### src/rtl/sobel_3x3.sv
// rtl/sobel_3x3.sv - 3x3 Sobel gradient magnitude, 3-stage pipeline with border suppression
// Optional binary threshold output when SOBEL_THRESHOLD_EN is defined.
module sobel_3x3 #(
  parameter int DSIZE        = 8,
  parameter int VIDEO_WIDTH  = 1920,
  parameter int VIDEO_HEIGHT = 1080
) (
  input  logic             clock,
  input  logic             rst_n,
  input  logic             invs,
  input  logic             inde,
`ifdef SOBEL_THRESHOLD_EN
  input  logic [DSIZE-1:0] thresh,
`endif
  input  logic [DSIZE-1:0] win00,
  input  logic [DSIZE-1:0] win01,
  input  logic [DSIZE-1:0] win02,
  input  logic [DSIZE-1:0] win10,
  input  logic [DSIZE-1:0] win11,
  input  logic [DSIZE-1:0] win12,
  input  logic [DSIZE-1:0] win20,
  input  logic [DSIZE-1:0] win21,
  input  logic [DSIZE-1:0] win22,
  output logic             outvs,
  output logic             outde,
  output logic [DSIZE-1:0] outdata
);

  localparam int SW = DSIZE + 3;
  localparam int CW = (VIDEO_WIDTH  > 1) ? $clog2(VIDEO_WIDTH)  : 1;
  localparam int RW = (VIDEO_HEIGHT > 1) ? $clog2(VIDEO_HEIGHT) : 1;
  localparam logic [CW-1:0]    COL_LAST = CW'(VIDEO_WIDTH - 1);
  localparam logic [RW-1:0]    ROW_LAST = RW'(VIDEO_HEIGHT - 1);
  localparam logic [DSIZE-1:0] PIX_MAX  = '1;

  // The centre tap carries no weight in either kernel.
  logic unused_center;
  assign unused_center = ^win11;

  logic          invs_d, inde_d;
  logic [CW-1:0] col;
  logic [RW-1:0] row;
  logic          vs_edge, de_fall, border;

  assign vs_edge = invs ^ invs_d;
  assign de_fall = inde_d & ~inde;
  assign border  = (col == '0) || (col == COL_LAST) || (row == '0) || (row == ROW_LAST);

  always_ff @(posedge clock) begin
    if (!rst_n) begin
      invs_d <= 1'b0;
      inde_d <= 1'b0;
      col    <= '0;
      row    <= '0;
    end else begin
      invs_d <= invs;
      inde_d <= inde;
      if (!inde)
        col <= '0;
      else if (col != COL_LAST)
        col <= col + 1'b1;
      // Frame boundary takes priority over the end-of-line advance.
      if (vs_edge)
        row <= '0;
      else if (de_fall && (row != ROW_LAST))
        row <= row + 1'b1;
    end
  end

  logic [SW-1:0] gx_pos, gx_neg, gy_pos, gy_neg;
  assign gx_pos = SW'(win02) + (SW'(win12) << 1) + SW'(win22);
  assign gx_neg = SW'(win00) + (SW'(win10) << 1) + SW'(win20);
  assign gy_pos = SW'(win20) + (SW'(win21) << 1) + SW'(win22);
  assign gy_neg = SW'(win00) + (SW'(win01) << 1) + SW'(win02);

  logic signed [SW-1:0] gx1, gy1;
  logic                 vs1, de1, bd1;
  logic [SW-1:0]        ax2, ay2;
  logic                 vs2, de2, bd2;

  logic [SW-1:0]    mag;
  logic [DSIZE-1:0] sat, res;

  always_comb begin
    mag = ax2 + ay2;
    sat = (mag > SW'(PIX_MAX)) ? PIX_MAX : mag[DSIZE-1:0];
`ifdef SOBEL_THRESHOLD_EN
    res = (sat >= thresh) ? PIX_MAX : '0;
`else
    res = sat;
`endif
  end

  always_ff @(posedge clock) begin
    if (!rst_n) begin
      gx1     <= '0;
      gy1     <= '0;
      vs1     <= 1'b0;
      de1     <= 1'b0;
      bd1     <= 1'b0;
      ax2     <= '0;
      ay2     <= '0;
      vs2     <= 1'b0;
      de2     <= 1'b0;
      bd2     <= 1'b0;
      outvs   <= 1'b0;
      outde   <= 1'b0;
      outdata <= '0;
    end else begin
      gx1     <= signed'(gx_pos - gx_neg);
      gy1     <= signed'(gy_pos - gy_neg);
      vs1     <= invs;
      de1     <= inde;
      bd1     <= border;
      ax2     <= gx1[SW-1] ? $unsigned(-gx1) : $unsigned(gx1);
      ay2     <= gy1[SW-1] ? $unsigned(-gy1) : $unsigned(gy1);
      vs2     <= vs1;
      de2     <= de1;
      bd2     <= bd1;
      outvs   <= vs2;
      outde   <= de2;
      outdata <= (de2 && !bd2) ? res : '0;
    end
  end

endmodule

### config.mk
export PLATFORM = sky130hd
export DESIGN_NAME = sobel_3x3
export DESIGN_NICKNAME = d
export VERILOG_FILES = /design/src/rtl/sobel_3x3.sv
export SDC_FILE = /design/constraint.sdc
export NUM_CORES = 1
export LEC_CHECK = 0
export ABC_AREA = 1
export ABC_CLOCK_PERIOD_IN_PS = 8400
export BUFFER_PORTS_ARGS = -buffer_cell sky130_fd_sc_hd__buf_2
export CAP_MARGIN = 10
export CORE_UTILIZATION = 45
export DETAILED_ROUTE_END_ITERATION = 7
export PLACE_DENSITY = 0.65
export SYNTH_ARGS = -nofsm -noshare
export SYNTH_HDL_FRONTEND = slang
export SYNTH_SLANG_ARGS = --single-unit
### constraint.sdc
create_clock -name clock -period 8.4 [get_ports clock]
set_clock_uncertainty 0.1 [all_clocks]
set_input_delay 1.68 -clock clock [delete_from_list [all_inputs] [get_ports clock]]
set_output_delay 1.68 -clock clock [all_outputs]
set_load 0.01 [all_outputs]
==> results, run 1 <==
- The run finished with clean final reports.
- The number of antenna violations at the first check in global routing came to 0.
- The clock latency at the later pin of the worst-skew pair is 340 ps.
- The worst reg-to-reg path cell count is 13.
- The endpoint of the most critical register-to-register path is outdata[4]$_SDFF_PN0_.
- The first detailed-routing pass ran for 4 iterations.
- The path class of the lowest-slack min-delay path is reg -> reg.
- In this run the standard cell core region covers 13300 sq um.
- The TritonCTS buffer count is 9.
- When the netlist entered floorplanning its net count stood at 986.
- The internal power of the cells totals 1084 uW.
- No sink is reached through more buffers than the 2 on the longest clock path.
- The largest voltage drop on the vdd net is 0.09562 mV.
- The worst pin sits at a relative slew slack of 52.76%.
- Buffers placed on the I/O ports in this run total 77.
- The type of element capturing the critical path is a flop.
- The fmax is 215.8 MHz.
- Across every metal layer, demand over resource in global routing totals 17.40%.
- In the final layout, the share of cells above drive strength 1 is 11.34%.
- The final hold violation count is 0.
- The die is 119.0 um tall.
- In the post-route analysis, the smallest setup slack over all paths is 3767 ps.
- In this run switching power makes up 40.98% of total power.
- The floorplan step defined a die boundary enclosing 14170 sq um.
- Setup repair after global routing left no endpoint under its margin.
- The type of the setup path with the least slack is in -> reg.
- Once detail routing completed, the nets flagged for antenna violations numbered 0.
- The post-route standard cell area excluding fillers is 7039 sq um.
- The share of total power in the clock network is 22.7%.
- The starting density of the core is 46.35%.
- The startpoint of the most critical register-to-register path is ax2[0]$_SDFF_PN0_.
- The final period utilization is 55.16%.
- Once the clock tree was built, the resizer swapped 0 gates to a different size.
- The count of clock tree sinks is 82.
- The max-cap check violation count is 0.
- The clock tree from TritonCTS is built.
- Synthesis handed over a netlist of 807 instances.
- After synthesis the cells add up to 6162 sq um.
- The number of pins exceeding their max-slew limit in the final report came to 0.
- The final-report setup violation count is 0.
- Following the worst setup path forward leads to its endpoint at gy1[7]$_SDFF_PN0_.
- The setup TNS after final layout is 0 ps.
- The type of element launching the critical path is a primary input.
- The slew at the pin with the worst max-slew slack is 708.6 ps.
- In this run the core area contains 42 standard-cell rows.
- The mean number of vias per cell is 4.570.
- The register bit total from synthesis is 82.
- After synthesis, flip-flops and latches occupy 26.64% of the total area.
- The clock transition at the register clock pins on the worst setup and hold paths after CTS is 60 ps.
- The number of global-route vias before repair is 4780.
- In the layout the commonest cells are inv_1 (226), nand2_1 (123), dfxtp_1 (82).
- For this design the top-level I/O count stands at 86.
- The number of post-CTS setup repair buffers is 0.
- The smallest clock period supported by the final layout is computed as 4633 ps.
- The H-tree generated during clock tree synthesis spans 3 levels.
- The final antenna diode count is 0.
- Hold repair after CTS inserted 0 buffers.
- After synthesis, the netlist uses 34 different library cells.
- The startpoint identified for the worst hold timing path is bd1$_SDFF_PN0_.
- Detailed placement ended at an HPWL of 9019 um.
- In this run the cell area measured after placement is 6720 sq um.
- Summed over all layers, the global routing overflow is 0.
- The detailed-route wire length per cell is 10.11 um.
- The power density over the cells is 261.0 nW/um^2.
- The net switching power figure is 753.0 uW.
- The routed design has 10780 um of wire.
- The final layout contains 1065 nets.
- Entering global routing, the biggest net connects 42 pins.
- The cell at the root of the clock tree is clkbuf_16.
- The required time of the critical path is 8560 ps.
- The most critical setup path has its startpoint at win00[2].
- The worst setup slack after placement is 3427 ps.
- The die outline width is 119.0 um.
- Dividing the synthesized area by the synthesized cell count gives 7.636 sq um.
- Along the worst path, the maximum fanout reaches 4.
- The weighted congestion reported at the end of routability-driven placement is 0.8354.
- Leaving out fill and tap cells, the most frequent cell in the layout is inv_1.
- Across all register-to-register paths, the minimum setup slack is 6210 ps.
- The yosys synthesis warning count is 0.
- The post-detailed-route DRC marker count is 0.
- The data arrival time at the worst-slack endpoint is 4790 ps.
- The via count of the routed design is 4876.
- The combinational power share is 49.1%.
- The first global-routing pass estimated 20390 um of wire.
- The analysis attributes to cell leakage a power of 0.003769 uW.
- In this run, the number of DRC markers left after iteration 0 of detailed routing was 258.
- Compared with the post-synthesis result, the final layout area differs by 14.23%.
- Per report_power, the sequential group accounts for 28.2% of the total.
==> registers in the layout (all words and copies together) (netlist names), 8 cells and up <==
register and count:
ax2 11, ay2 11, col 11, gx1 11, gy1 11, row 11
outdata 8
==> per-layer routing <==
layer,global-route usage [%],vias to the layer above,routed length (um)
li1,-,2608,-
met3,3.400,11,413
met5,0,-,0
met1,23.10,2180,5346
met4,3.797,0,106
met2,29.22,77,4918
==> final cells by class <==
cell class | count | area [sq um]
fill | 1286 | 6256
multi-input combinational | 490 | 3625
sequential | 82 | 1642
inverter | 226 | 848.3
timing repair buffer | 77 | 385.4
clock buffer | 10 | 229.0
tap | 176 | 220.2
clock inverter | 6 | 90.09
==> logic make-up (layout without fill, tap and decap cells) <==
family                     Yosys count  after routing  share of synthesized area (%)
DFF                                 82             82                          26.64
xor gates and xnor gates            16             16                          2.274
and+or+nand+nor                    259            259                          18.36
AOI/OAI and AO/OA                  112            112                          9.604
buffers and inverters              235            319                          14.54
adders and majority gates          103            103                          28.59
==> per-stage QoR <==
step	util (%)	instances	hold slack (ps)	power [uW]
5_1_grt	52.95	1067	333.5	2062
3_3_place_gp	50.55	1051	302.3	1425
2_1_floorplan	-	807	290.5	1232
4_1_cts	52.95	1067	310.9	1865
6_report	52.95	1067	311.0	1837
3_5_place_dp	50.55	1051	300.2	1436
==> power by group through the flow <==
stage,Combinational (uW),Sequential (uW),Clock [uW]
CTS,916,519,430
floorplan,722,510,0
global route,1080,531,450
detailed placement,909,527,0
global placement,899,526,0
finish,902,518,417
==> cell usage after synthesis, drive strengths merged <==
cell	instances	share of area, %
a31oi	2	0.20
ha	40	8.1
nor2	55	3.5
nor4	4	0.41
o21a	3	0.37
nand4	7	0.81
o21ai	36	2.9
o21bai	2	0.24
nand2	126	7.9
a41oi	1	0.14
and3	2	0.20
xnor2	2	0.28
or2	1	0.10
nand3b	1	0.12
dfxtp	82	27
xor2	14	2.0
inv	226	14
nor3	25	2.3
a211oi	1	0.12
a21oi	65	5.3
o221ai	1	0.14
buf	3	0.41
fa	63	20
clkbuf	6	0.37
nand3	38	3.1
a21o	1	0.12
==> how the worst min path moves through the flow <==
stage | end | slack [ps] | cells after the start
floorplan | bd2$_SDFF_PN0_ | 290 | 2
global placement | bd2$_SDFF_PN0_ | 300 | 2
CTS | bd2$_SDFF_PN0_ | 310 | 2
finish | bd2$_SDFF_PN0_ | 310 | 2
detailed placement | outvs$_SDFF_PN0_ | 300 | 2
global route | bd2$_SDFF_PN0_ | 330 | 2
==> critical path: stages <==
cell and delay, ps:
buf_2 70, inv_1 70, fa_1 510, fa_1 540
inv_1 50, fa_1 530, inv_1 70, fa_1 460
nand3_1 90, nand2_1 140, nand2_1 90, nand2_1 50
a21oi_1 150, o21ai_0 90, a21oi_1 180
Note: power is estimated with default switching activity, not from simulation.
==> run 2, diff against run 1 <==
--- a/config.mk
+++ b/config.mk
@@ -6,7 +6,7 @@
 export NUM_CORES = 1
 export LEC_CHECK = 0
 export ABC_AREA = 1
-export ABC_CLOCK_PERIOD_IN_PS = 8400
+export ABC_CLOCK_PERIOD_IN_PS = 4800
 export BUFFER_PORTS_ARGS = -buffer_cell sky130_fd_sc_hd__buf_2
 export CAP_MARGIN = 10
 export CORE_UTILIZATION = 45
==> constraint.sdc (replaced) <==
create_clock -name clock -period 4.8 [get_ports clock]
set_clock_uncertainty 0.1 [all_clocks]
set_input_delay 0.96 -clock clock [delete_from_list [all_inputs] [get_ports clock]]
set_output_delay 0.96 -clock clock [all_outputs]
set_load 0.01 [all_outputs]
==> run 2 against run 1 <==
Compared with the run above: routed wire length up 0.10%; power up 70%; hold slack better by 4.8 ps; critical path depth unchanged; via count up 1.2%; largest power group unchanged; die area unchanged; combinational power up 76%; largest cell class unchanged.
==> results, run 2 (synthesis results as in run 1) <==
- The worst-case headroom to the max-slew limit is 64.32%.
- The relative area change from synthesis to final layout is 13.71%.
- Using the TritonRoute via totals, the vias-per-cell ratio works out to 4.624.
- For the finished layout, the period the worst path requires is 3905 ps.
- The worst setup path is launched from a primary input.
- In this run the power density over the cells is 446.1 nW/um^2.
- The weighted congestion reported at the end of routability-driven placement is 0.8392.
- Input and output buffers added on the ports amount to 77.
- The die covers 14170 sq um.
- For this configuration, the core starts out at a cell density of 46.35%.
- The final total power is 3125 uW.
- Final hold analysis gives a worst-case slack of 315.8 ps.
- Entering global routing, the biggest net connects 42 pins.
- Setup repair after global routing left no endpoint under its margin.
- Measured along the x axis, the die boundary spans 119.0 um.
- For the worst setup path, the data arrival time is 4070 ps.
- Net switching is 42.20% of the power.
- The maximum buffer depth of the clock tree is 2.
- The max-cap check violation count is 0.
- Summed over all nets, the half-perimeter wirelength after detailed placement is 9051 um.
- The count of clock tree sinks is 82.
- The worst-path maximum fanout is 4.
- The worst reg-to-reg path cell count is 13.
- The final hold violation count came to 0.
- The number of global-route vias before repair is 4779.
- Measured on the finished design, the core utilization comes to 52.70%.
- The setup TNS after final layout is 0 ps.
- The final layout contains 1066 nets.
- The routed layout has 4934 vias.
- The internal portion of total power is 1806 uW.
- At the pin with the least slew margin, the transition time is 534.5 ps.
- The path class of the tightest hold or removal check is reg -> reg.
- Of the available clock period, the critical path in the final layout requires 81.36%.
- Across the VDD grid, the largest voltage drop is 0.1937 mV.
- Of the cells placed in the final design, the portion with a size suffix greater than 1 is 11.45%.
- The type of the setup path with the least slack is in -> reg.
- At the worst endpoint, the required time is 4960 ps.
- TritonCTS built the clock tree.
- The maximum level of the CTS H-tree is 3.
- The post-detailed-route DRC marker count is 0.
- After detailed routing, the total wire length is 10800 um.
- The TritonCTS buffer count is 9.
- The number of antenna violations at the first check in global routing was 0.
- The non-filler instance count after layout is 1067.
- In this run the remaining antenna-violating nets after routing total 0.
- The number of pins exceeding their max-slew limit in the final report is 0.
- Before antenna repair, the detailed router went through 5 iterations.
- STA classifies the critical path endpoint as a flop.
- The number of resized instances in the post-cts repair step is 0.
- The top cell types in the final layout, fill and taps aside, are inv_1 (226), nand2_1 (123), dfxtp_1 (82).
- The depth of the worst hold-timing path is 2.
- For this design the static power due to leakage is 0.003748 uW.
- The global-route wire length before repair is 20160 um.
- The later pin in the worst-skew pair is clocked with a latency of 330 ps.
- The share of total power in the clock network is 20.2%.
- The number of design-rule violations left by the first detailed-router iteration is 254.
- The number of post-CTS setup repair buffers is 0.
- Dividing the detail-routed wire length by the instance count gives 10.12 um.
- Global routing used 17.30% of the available tracks.
- The number of antenna diodes in the final layout is 0.
- The floorplan die height is 119.0 um.
- The fmax is 256.1 MHz.
- For this design the total switching power over the nets is 1319 uW.
- After clock tree synthesis, the flow added hold-fix buffers numbering 0.
- Setup violations remaining at the end of the flow were counted as 0.
- After detailed placement, the design holds a cell count of 1052.
- CTS placed an instance of clkbuf_16 at the clock tree root.
- The standard cell core area is 13300 sq um.
- The sequential power share is 29.0%.
- Clock-pin slew was measured on the worst setup and hold paths at 60 ps.
- The top-level port count is 86.
- After floorplanning, the core was divided into 42 placement rows.
- The total overflow left after global routing is 0.
- The most common cell after layout, fill and taps aside is inv_1.
- In this run, the combinational gates consume 50.8% of the power.
- The run finished with clean final reports.
-- run 2: cell count changes in the layout (fill, tap and decap cells not counted), sizes merged --
cell      previous run  this run
bufinv               2         0
clkinvlp             1         3
buf                 77        78
clkinv               2         1
-- run 2: final timing paths --
kind / endpoint / start / slack, ps
worst max register to register: outdata[2]$_SDFF_PN0_ / ax2[0]$_SDFF_PN0_ / 2600
worst min-delay path: bd2$_SDFF_PN0_ / bd1$_SDFF_PN0_ / 320
worst max-delay path: gy1[7]$_SDFF_PN0_ / win00[2] / 890
worst min register to register: bd2$_SDFF_PN0_ / bd1$_SDFF_PN0_ / 320
-- run 2: through the flow --
step	area (sq um)	worst slack (ps)
5_1_grt	7007	673.4
3_3_place_gp	6728	587.1
6_report	7007	894.6
4_1_cts	7007	903.4
3_5_place_dp	6728	555.8
2_1_floorplan	6162	922.7
-- run 2: layout make-up --
| class | count | area, sq um |
|---|---|---|
| fillers | 1306 | 6289 |
| repair buffers | 78 | 392.9 |
| clock buffers | 10 | 239.0 |
| clock inverters | 5 | 40.04 |
| inverters | 226 | 848.3 |
| well taps | 176 | 220.2 |
| flip-flops and latches | 82 | 1642 |
| multi-input cells | 490 | 3625 |
-- run 2: per-layer routing --
layer  GRT usage, %  vias up  share of wire (%)
met3          3.209       13                4.4
met4          4.272        0                1.3
met1          23.06     2210                 49
met5              0        -                  0
met2          28.85       99                 46
li1               -     2612                  -
-- run 2: power groups by stage --
stage	registers [uW]	logic (uW)	clock network, uW
global route	930	1900	684
finish	907	1590	630
floorplan	893	1260	0
global placement	921	1580	0
CTS	908	1610	654
detailed placement	923	1600	0
-- run 2: worst max-delay path: stages --
cell and delay [ps]:
buf_2 70, inv_1 70, fa_1 510, fa_1 540
inv_1 50, fa_1 530, inv_1 70, fa_1 450
nand3_1 90, nand2_1 160, nand2_1 90, nand2_1 50
a21oi_1 170, o21ai_0 100, a21oi_1 140
